--- config.mk ---
export PLATFORM = sky130hd
export DESIGN_NAME = mem_loader
export DESIGN_NICKNAME = d
export VERILOG_FILES = /design/src/rtl/mem_loader.sv
export SDC_FILE = /design/constraint.sdc
export NUM_CORES = 1
export LEC_CHECK = 0
export ABC_AREA = 1
export BUFFER_PORTS_ARGS = -buffer_cell sky130_fd_sc_hd__buf_2
export CORE_MARGIN = 3
export CORE_UTILIZATION = 54
export CTS_BUF_LIST = sky130_fd_sc_hd__clkbuf_8
export DETAILED_ROUTE_END_ITERATION = 8
export PLACE_DENSITY_LB_ADDON = 0.12
export SYNTH_ARGS = -nofsm -noshare
export SYNTH_HDL_FRONTEND = slang
export SYNTH_SLANG_ARGS = --single-unit
export TNS_END_PERCENT = 5
--- constraint.sdc ---
create_clock -name c -period 2.5 [get_ports c]
set_clock_uncertainty 0.2 [all_clocks]
set_input_delay 0.5 -clock c [delete_from_list [all_inputs] [get_ports c]]
set_output_delay 0.5 -clock c [all_outputs]
set_load 0.01 [all_outputs]
--- src/rtl/mem_loader.sv ---
// -----------------------------------------------------------------------------
// mem_loader
//
// Loads a program image from a host byte stream into the nrisc instruction
// memory while keeping the core halted. The stream is a length byte N,
// followed by N data bytes, followed by one checksum byte. The checksum is
// the 8-bit sum of the data bytes. If the checksum matches, the memory
// above the image (addresses N..DEPTH-1) is cleared to zero, and then the
// core is released. If the checksum does not match, or N exceeds DEPTH,
// the core stays halted and err is raised. The rest of the memory is not
// cleared in that case.
//
// Parameters
//   DEPTH      number of memory words, 1..256
//
// Ports
//   c          clock; all state updates on the rising edge
//   reset      synchronous active-high reset
//   start      one-cycle pulse; starts a load from IDLE, DONE or ERR
//   rx_data    incoming byte from the host stream
//   rx_valid   rx_data holds a valid byte
//   rx_ready   loader accepts a byte this cycle (LEN, DATA and CHK only)
//   mem_addr   memory write address
//   mem_wdata  memory write data
//   MemWrite   memory write strobe, one cycle per word
//   halt       holds the core stopped while high
//   busy       a load is in progress
//   done       the last load completed with a good checksum
//   err        the last load failed
//
// All outputs are registered.
// -----------------------------------------------------------------------------
module mem_loader #(
  parameter int DEPTH = 256
) (
  input  logic       c,
  input  logic       reset,
  input  logic       start,
  input  logic [7:0] rx_data,
  input  logic       rx_valid,
  output logic       rx_ready,
  output logic [7:0] mem_addr,
  output logic [7:0] mem_wdata,
  output logic       MemWrite,
  output logic       halt,
  output logic       busy,
  output logic       done,
  output logic       err
);

  localparam int DATA_W = 8;

  // The depth is held in 9 bits, so that DEPTH = 256 can be compared with
  // the 9-bit counters without the value wrapping to zero.
  localparam logic [8:0] DEPTH_V = 9'(DEPTH);

  typedef enum logic [2:0] {
    IDLE,
    LEN,
    DATA,
    CHK,
    CLEAR,
    DONE,
    ERR
  } loaderState;

  loaderState        state;
  logic [8:0]        lenN;     // image length N taken from the stream
  logic [8:0]        idx;      // next data index, and then next clear address
  logic [DATA_W-1:0] sum;      // running modulo-256 checksum
  logic              accept;

  // Checksum accumulation: the plain 8-bit sum, wrapping modulo 256.
  function automatic logic [DATA_W-1:0] checksumAdd(
    input logic [DATA_W-1:0] acc,
    input logic [DATA_W-1:0] b
  );
    return acc + b;
  endfunction

  assign accept = rx_valid & rx_ready;

  // Control and datapath in one registered FSM. rx_ready and the status
  // flags are set on the transition into each state, so that they are
  // already valid in the first cycle of that state. The write strobe is
  // issued in the cycle after the byte is accepted.
  always_ff @(posedge c) begin
    if (reset) begin
      state     <= IDLE;
      rx_ready  <= 1'b0;
      MemWrite  <= 1'b0;
      mem_addr  <= '0;
      mem_wdata <= '0;
      busy      <= 1'b0;
      done      <= 1'b0;
      err       <= 1'b0;
      halt      <= 1'b1;
    end else begin
      MemWrite <= 1'b0;
      unique case (state)
        IDLE, DONE, ERR: begin
          if (start) begin
            state    <= LEN;
            rx_ready <= 1'b1;
            busy     <= 1'b1;
            done     <= 1'b0;
            err      <= 1'b0;
            halt     <= 1'b1;
            sum      <= '0;
            idx      <= '0;
          end
        end

        LEN: begin
          if (accept) begin
            lenN <= {1'b0, rx_data};
            if ({1'b0, rx_data} > DEPTH_V) begin
              state    <= ERR;
              rx_ready <= 1'b0;
              busy     <= 1'b0;
              err      <= 1'b1;
            end else if (rx_data == 8'd0) begin
              state <= CHK;
            end else begin
              state <= DATA;
            end
          end
        end

        DATA: begin
          if (accept) begin
            MemWrite  <= 1'b1;
            mem_addr  <= idx[7:0];
            mem_wdata <= rx_data;
            sum       <= checksumAdd(sum, rx_data);
            idx       <= idx + 9'd1;
            if (idx + 9'd1 == lenN) begin
              state <= CHK;
            end
          end
        end

        CHK: begin
          if (accept) begin
            rx_ready <= 1'b0;
            if (rx_data == sum) begin
              if (lenN < DEPTH_V) begin
                // idx already equals N, so it is the first address to clear.
                state <= CLEAR;
              end else begin
                state <= DONE;
                busy  <= 1'b0;
                done  <= 1'b1;
                halt  <= 1'b0;
              end
            end else begin
              state <= ERR;
              busy  <= 1'b0;
              err   <= 1'b1;
            end
          end
        end

        CLEAR: begin
          // DONE is entered one cycle after the last clear write is issued.
          // This keeps MemWrite low for every cycle spent in DONE.
          if (idx == DEPTH_V) begin
            state <= DONE;
            busy  <= 1'b0;
            done  <= 1'b1;
            halt  <= 1'b0;
          end else begin
            MemWrite  <= 1'b1;
            mem_addr  <= idx[7:0];
            mem_wdata <= '0;
            idx       <= idx + 9'd1;
          end
        end

        default: begin
          state    <= IDLE;
          rx_ready <= 1'b0;
          busy     <= 1'b0;
          halt     <= 1'b1;
        end
      endcase
    end
  end

endmodule
---- Yosys cells after proc, flatten, opt, wreduce, memory -nomap -nowiden ----
Index checks and enable logic that the tools add are counted.
cells by class
  $add $sub $neg .......................... 2
  magnitude comparators ................... 2
  equal/unequal tests ..................... 21
  muxes and demuxes ....................... 51
  bitwise operators ....................... 5
  reductions and logical operators ........ 20
operators with widths
  kind                                                 count
  two-way mux 8 bit                                    6
  case mux 8 bit (2 select lines)                      3
  two-way mux 9 bit                                    3
  case mux 9 bit (3 select lines)                      1
  two-way mux 3 bit                                    8
  AND reduction 6 bit                                  4
  two-way mux 1 bit                                    23
  != test 2 bit, second input constant                 11
  case mux 3 bit (5 select lines)                      1
  AND reduction 5 bit                                  2
  adder 9 x 1 -> 9 bit, second input constant          1
  equality test 3 bit, second input constant           3
  equality test 9 x 8 -> 1 bit                         1
  equality test 9 bit, second input constant           1
  > comparator 8 x 9 -> 1 bit, second input constant   1
  < comparator 8 x 9 -> 1 bit, second input constant   1
  nonzero test 3 bit                                   3
  adder 8 bit                                          1
  equality test 8 bit                                  1
  logical NOT 8 bit                                    1
  case mux 1 bit (4 select lines)                      2
  AND reduction 7 bit                                  1
  equality test 3 x 2 -> 1 bit, second input constant  2
  case mux 1 bit (3 select lines)                      2
  other kinds (12)                                     18
word-level totals
  register bits ........................... 50
  input port bits ......................... 12
  logic and storage cells ................. 113

---- Logic depth before layout (Yosys ltp) ----
Gate-level depths: netlist (run 1).
  depth in word-level cells ............... 5
  mapped depth ............................ 15
  depth with buffers taken out ............ 15

---- Worst setup path before layout (run 1) ----
OpenSTA, ideal clock, no wires.
  path kind ............................... register -> register
  start ................................... register state[0]
  end ..................................... register idx[0], enable pin
  arrival time ............................ 1.798 ns
  path slack .............................. 0.110 ns
  cell stages (with the launch flop) ...... 7
  buffers on the path ..................... 0
  period minus slack after synthesis ...... 2.390 ns
  path through ............................ dfxtp_1 inv_2 a21oi_1 nor3_2 nand2_2 o211ai_1 a221oi_1
on the way
  longest elaborated chain between the ends .. 4
RTL lines
  item                                                                  RTL line  text
  start: declaration                                                    67        loaderState state;
  start signal: assignment                                              89        state <= IDLE;
  start signal: assignment                                              103       state <= LEN;
  start signal: assignment                                              118       state <= ERR;
  equality test 3 bit or logical NOT 3 bit (tied branches)              100       unique case (state)
  OR reduction 3 bit                                                    100
  != test 2 bit (no source line) or nonzero test 3 bit (tied branches)  --
  AND reduction 5 bit (no source line) (*)                              --
  end signal: assignment                                                136       idx <= idx + 9'd1;
  end signal: assignment                                                176       idx <= idx + 9'd1;
  end: declaration                                                      69        logic [8:0] idx;
Every way passes the cells marked *; elsewhere a longest branch is shown, timed or not.
A chain may end at the register's enable or synchronous reset.

---- Worst setup path after layout (run 1) ----
  start ................................... register sum[0]
  end ..................................... register sum[6] (data pin)
on the way
  longest elaborated chain between the ends .. 3
RTL lines
  item                             RTL line  text
  start: declaration               70        logic [DATA_W-1:0] sum;
  start signal: assignment         135       sum <= checksumAdd(sum, rx_data);
  adder 8 bit                      78        return acc + b;
  two-way mux 8 bit                131       if (accept) begin
  case mux 8 bit (2 select lines)  100
Every way passes these cells. The select of a mux whose other input is x is not followed.

==> out/summary.txt, run 1 <==
Setup crit end kind: flop
Post-layout util: 66.9%
Clock transition at path regs: 90 ps
Sw frac: 38.9%
Final worst slack: 301 ps
Worst slew pin tran: 660 ps
CTS resizes: 0
Via count: 2,292
Core area: 0.00456 sq mm
I/O Buffers: 33
Outcome: complete, no violations
Power share of the clock group: 21.6%
Layout cells sized above 1: 18.2%
Clock Latency Late Sink: 310 ps
DP Area: 0.00291 sq mm
Yosys reg bits: 50
Synthesis Warnings: 0
Top cells by area, synth: edfxtp_1, dfxtp_1, nand2_1, nor2_1, a21oi_1
Relative slew margins: 55.9%
Layout net count: 391
Drt via density: 5.28
Post-route cell area: 0.00305 sq mm
Synth area leader: edfxtp_1
Routed WL: 5920 microns
Pin count of the biggest net entering global routing: 26
Clock Path Buffers: 2
Cells after Synth: 328
Worst hold path type: primary input to flop
CP max stage cell: fa_1
Row Count: 24
Mapped Nets: 351
Vias in the first global route: 2,183
Worst path cell trace: ha_1 -> inv_1 -> fa_1 -> nor2_1 -> o21ai_0 -> a21oi_1 -> nor2_1 -> nor2_1 -> nor2_1 -> o21ai_0 -> a21oi_1
Critical Path AT: 2060 ps
Unrepaired setup endpoints after global routing: false
Diodes inserted: 0
Final Cycle Share: 87.9%
Cell mode on critical path: nor2_1
Post-synthesis cell type count: 37
Synth-to-Final Area Change: 14.6%
Post-route setup TNS: 0 ps
Slowest stage delay, CP: 380 ps
CP Data Required Time: 2360 ps
Pwr dens: 1060 mW/mm^2
Wire per inst: 13.6 microns
Post-synth top area share: 28.2%
Setup Buffers After CTS: 0
H-tree Lvls: 2
Hold slack: 213 ps
Die Y: 76.2 microns
Critical path class: flop to flop
Antenna viol nets, final: 0
Synthesized area: 0.00266 sq mm
GRT Overall Usage: 21.5%
Sequential cell area fraction in the yosys report: 47.0%
DP HPWL: 4470 microns
Total congestion overflow: 0
Total of max-cap violations: 0
CTS Hold Buffers Added: 0
Sequential power share: 38.4%
Die area: 0.00581 sq mm
DIE WIDTH: 76.2 microns
Total CTS buffers: 5
Leak Pwr: 0.00142 uW
Syn Area/Cell: 8.12 sq um
Internal Pwr Total: 1980 uW
Place WS: -7.11 ps
Initial Utilization: 58.4%
Max IR drop VDD: 0.584 mV
DRT Pass-1 Iters: 6
Logic pwr share: 40.0%
DRT iter0 DRCs: 121
CTS tree: built
CP startpoint kind: flop
I/O pins: 34
Final Hold Violating Endpoints: 0
First-pass GRT wire length: 10,000 microns
Initial antenna violation count: 0
CTS Sinks: 50
Tmin final: 2200 ps
DRC errors left: 0
Routability Congestion: 0.862
Max Fclk: 455 MHz
Finish-stage setup viols: 0
Root Driver: clkbuf_8
Psw: 1260 uW
Max-slew violations: 0
CP max FO: 2
## critical path: cells and delay by family (launching register included)
kind / cells / cell delay (ps)
buf+inv: 1 / 60
fa+ha+maj: 2 / 510
simple gates: 4 / 360
flops: 1 / 340
compound gates: 4 / 500
## layout make-up
| type | instances | area [sq um] |
|---|---|---|
| sequential | 50 | 1250 |
| clock inverter | 2 | 60.1 |
| inverter | 47 | 176 |
| clock buffer | 6 | 82.6 |
| tap | 65 | 81.3 |
| multi-input combinational | 226 | 1200 |
| fill | 423 | 1510 |
| timing repair buffer | 38 | 203 |
## registers in the layout, summed over array words and instances (netlist names)
name,flops
err,1
done,1
MemWrite,1
lenN,8
sum,8
idx,9
busy,1
mem_addr,8
mem_wdata,8
rx_ready,1
state,3
halt,1
## layer usage
layer / wire length, microns / global-route usage, % / up-vias / share of wire [%]
met5: 0 / 0 / - / 0
met1: 2630 / 26.9 / 1057 / 44
met3: 299 / 4.61 / 12 / 5.0
met4: 109 / 7.79 / 0 / 1.8
li1: - / - / 1167 / -
met2: 2890 / 36.5 / 56 / 49
## synthesized netlist by cell type
library cell  instances
nand2_1              63
nor2_1               45
inv_1                38
a21oi_1              32
dfxtp_1              25
edfxtp_1             25
nand3_1              24
o21ai_0              14
ha_1                  9
inv_2                 9
nand4_1               5
o21ai_1               5
nand2_2               4
nor4_1                3
buf_6                 2
fa_1                  2
nor3_4                2
xnor2_1               2
a21o_1                1
a221oi_1              1
buf_2                 1
clkbuf_1              1
clkbuf_4              1
nand2_4               1
nor2_2                1
nor2_4                1
nor3_1                1
nor3_2                1
o211ai_1              1
o21a_1                1
o21ai_4               1
o21bai_1              1
o311ai_0              1
o31a_1                1
o31ai_1               1
or2_2                 1
xor2_1                1
## path summary, 6_finish.rpt
check            endpoint         start  cells past startpoint  slack, ps
max                sum[6]        sum[0]                     11        300
min               lenN[5]    rx_data[5]                      1        210
max reg2reg        sum[6]        sum[0]                     11        300
min reg2reg  mem_wdata[3]  mem_wdata[3]                      2        260
## kinds of logic after synthesis
kind of cell	after synthesis	share of synthesized area [%]
AND/OR/NAND/NOR	152	25.6
AO/OA/AOI/OAI	60	12.6
flip-flops	50	47.0
XOR/XNOR	3	0.987
buffers and inverters	52	8.08
adder cells (fa/ha/maj)	11	5.73
## layout by cell type (no fill, tap or decap), types with 2 or more instances in the layout
| cell type | Yosys | routed |
|---|---|---|
| clkbuf_8 | 0 | 6 |
| nor3_4 | 2 | 2 |
| nand2_2 | 4 | 4 |
| nor2_1 | 45 | 45 |
| ha_1 | 9 | 9 |
| fa_1 | 2 | 2 |
| nor4_1 | 3 | 3 |
| nand4_1 | 5 | 5 |
| bufinv_16 | 0 | 2 |
| inv_1 | 38 | 38 |
| edfxtp_1 | 25 | 25 |
| buf_2 | 1 | 33 |
| nand3_1 | 24 | 24 |
| nand2_1 | 63 | 63 |
| a21oi_1 | 32 | 32 |
| buf_4 | 0 | 5 |
| o21ai_1 | 5 | 5 |
| inv_2 | 9 | 9 |
| o21ai_0 | 14 | 14 |
| dfxtp_1 | 25 | 25 |
| xnor2_1 | 2 | 2 |
## per-stage QoR
step           instances  power (uW)
6_report             434        3230
5_1_grt              434        3500
4_1_cts              434        3250
3_5_place_dp         426        2550
3_3_place_gp         426        2510
2_1_floorplan        328        2200
## power by group through the flow
stage,Combinational [uW],Sequential (uW),Clock [uW]
6_report,1290,1240,700
5_1_grt,1500,1270,736
4_1_cts,1300,1240,706
3_5_place_dp,1290,1260,0
3_3_place_gp,1270,1250,0
2_1_floorplan,927,1270,0
(Power assumes the default switching activity.)
==> inputs of run 2 (changes only) <==
==> constraint.sdc (replaced) <==
create_clock -name c -period 2.5 [get_ports c]
set_clock_uncertainty 0.2 [all_clocks]
set_input_delay 0.25 -clock c [delete_from_list [all_inputs] [get_ports c]]
set_output_delay 0.25 -clock c [all_outputs]
set_load 0.01 [all_outputs]
==> out/summary.txt, run 2 (synthesis results as in run 1) <==
Logic pwr share: 43.3% (was 40.0%)
Post-route cell area: 0.00307 sq mm (was 0.00305 sq mm)
Max Fclk: 419 MHz (was 455 MHz)
Psw: 1250 uW (was 1260 uW)
Finish-stage setup viols: 0 (unchanged)
Vias in the first global route: 2,093 (was 2,183)
Routed WL: 5940 microns (was 5920 microns)
Internal Pwr Total: 1780 uW (was 1980 uW)
Die area: 0.00581 sq mm (unchanged)
Critical path class: primary input to flop (was flop to flop)
Layout cells sized above 1: 18.1% (was 18.2%)
CP startpoint kind: primary input (was flop)
Wire per inst: 13.5 microns (was 13.6 microns)
Leak Pwr: 0.00142 uW (about the same)
CP Data Required Time: 2350 ps (was 2360 ps)
Sw frac: 41.3% (was 38.9%)
Clock Path Buffers: 2 (unchanged)
Worst slew pin tran: 637 ps (was 660 ps)
Via count: 2,247 (was 2,292)
Synth-to-Final Area Change: 15.4% (was 14.6%)
GRT Overall Usage: 20.7% (was 21.5%)
H-tree Lvls: 2 (unchanged)
Clock Latency Late Sink: 290 ps (was 310 ps)
Max-slew violations: 0 (unchanged)
Post-layout util: 67.4% (was 66.9%)
Row Count: 24 (unchanged)
Drt via density: 5.11 (was 5.28)
Antenna viol nets, final: 0 (unchanged)
Setup crit end kind: flop (unchanged)
DIE WIDTH: 76.2 microns (unchanged)
Final Cycle Share: 95.6% (was 87.9%)
Setup Buffers After CTS: 0 (unchanged)
Relative slew margins: 57.4% (was 55.9%)
Diodes inserted: 0 (unchanged)
DP HPWL: 4390 microns (was 4470 microns)
CTS tree: built (unchanged)
CTS Sinks: 50 (unchanged)
Outcome: complete, no violations (unchanged)
Final worst slack: 111 ps (was 301 ps)
Final Hold Violating Endpoints: 0 (unchanged)
Critical Path AT: 2240 ps (was 2060 ps)
DRT iter0 DRCs: 131 (was 121)
Total of max-cap violations: 0 (unchanged)
DRT Pass-1 Iters: 4 (was 6)
I/O pins: 34 (unchanged)
Total congestion overflow: 0 (unchanged)
Pwr dens: 987 mW/mm^2 (was 1060 mW/mm^2)
Pin count of the biggest net entering global routing: 26 (unchanged)
I/O Buffers: 33 (unchanged)
Layout net count: 397 (was 391)
DRC errors left: 0 (unchanged)
Routability Congestion: 0.904 (was 0.862)
Max IR drop VDD: 0.580 mV (was 0.584 mV)
Clock transition at path regs: 90 ps (about the same)
Max FFs per register: 9 (unchanged)
Initial antenna violation count: 0 (unchanged)
Root Driver: clkbuf_8 (unchanged)
Initial Utilization: 58.4% (unchanged)
Place WS: 255 ps (was -7.11 ps)
Core area: 0.00456 sq mm (unchanged)
Most common cell after layout, fill and taps aside: nand2_1 (unchanged)
Tmin final: 2390 ps (was 2200 ps)
First-pass GRT wire length: 9820 microns (was 10,000 microns)
Total CTS buffers: 5 (unchanged)
Register name with the most flops: idx (unchanged)
Sequential power share: 40.8% (was 38.4%)
Power share of the clock group: 15.9% (was 21.6%)
DP Area: 0.00290 sq mm (was 0.00291 sq mm)
Worst hold path type: primary input to flop (unchanged)
Die Y: 76.2 microns (unchanged)
CP max FO: 4 (was 2)
Commonest non-fill, non-tap cells in the layout: nand2_1, nor2_1, inv_1 (unchanged)
[run 2: cell count changes in the layout (fill, tap and decap cells not counted), sizes merged]
cell / before / now
dlygate4sd3: 0 / 7
bufinv: 2 / 0
buf: 38 / 37
clkinv: 0 / 1
clkinvlp: 0 / 1
[run 2: cell type report]
| cell class | instances | area [sq um] |
|---|---|---|
| tap | 65 | 81.3 |
| clock buffer | 6 | 82.6 |
| multi-input combinational | 226 | 1200 |
| timing repair buffer | 44 | 268 |
| clock inverter | 2 | 12.5 |
| inverter | 47 | 176 |
| sequential | 50 | 1250 |
| fill | 412 | 1490 |
[run 2: stage by stage]
| step | total power [uW] | hold slack (ps) | TNS, ps | cells |
|---|---|---|---|---|
| 2_1_floorplan | 2200 | 119 | 0 | 328 |
| 3_3_place_gp | 2520 | 250 | 0 | 425 |
| 3_5_place_dp | 2540 | 253 | 0 | 425 |
| 4_1_cts | 3040 | 2.58 | 0 | 439 |
| 5_1_grt | 3280 | 6.62 | -0.688 | 440 |
| 6_report | 3030 | 10.1 | 0 | 440 |
[run 2: worst paths after layout]
path	slack [ps]	to	depth (start not counted)	from
setup / recovery	110	sum[6]	13	rx_data[0]
hold / removal	10	lenN[3]	1	rx_data[3]
setup reg to reg	280	mem_wdata[2]	10	idx[0]
hold reg to reg	260	mem_wdata[7]	2	mem_wdata[7]
[run 2: worst max-delay path, stage by stage]
cell and delay [ps]:
dlygate4sd3_1 530, buf_4 130, ha_1 140, inv_1 60, fa_2 350, nor2_2 120
o21ai_1 90, a21oi_1 200, nor2_1 60, nor2_1 80, nor2_1 60, o21ai_1 120
a21oi_1 50
[run 2: power by group through the flow]
stage | Clock, uW | Combinational, uW | Sequential [uW]
finish | 482 | 1310 | 1240
global route | 523 | 1500 | 1260
CTS | 496 | 1300 | 1240
detailed placement | 0 | 1290 | 1250
global placement | 0 | 1280 | 1250
floorplan | 0 | 927 | 1270
[run 2: repair_timing]
item,in CTS,in global routing
gates resized for setup,0,5
hold endpoints to repair,6,1
hold buffers,6,1
endpoints found under the setup margin,0,1
[run 2: layer usage]
layer / routed length, microns / up-vias / GRT usage, %
met5: 0 / - / 0
met4: 62 / 0 / 5.07
met3: 217 / 6 / 3.19
met1: 2750 / 1024 / 27.7
li1: - / 1179 / -
met2: 2910 / 38 / 35.4
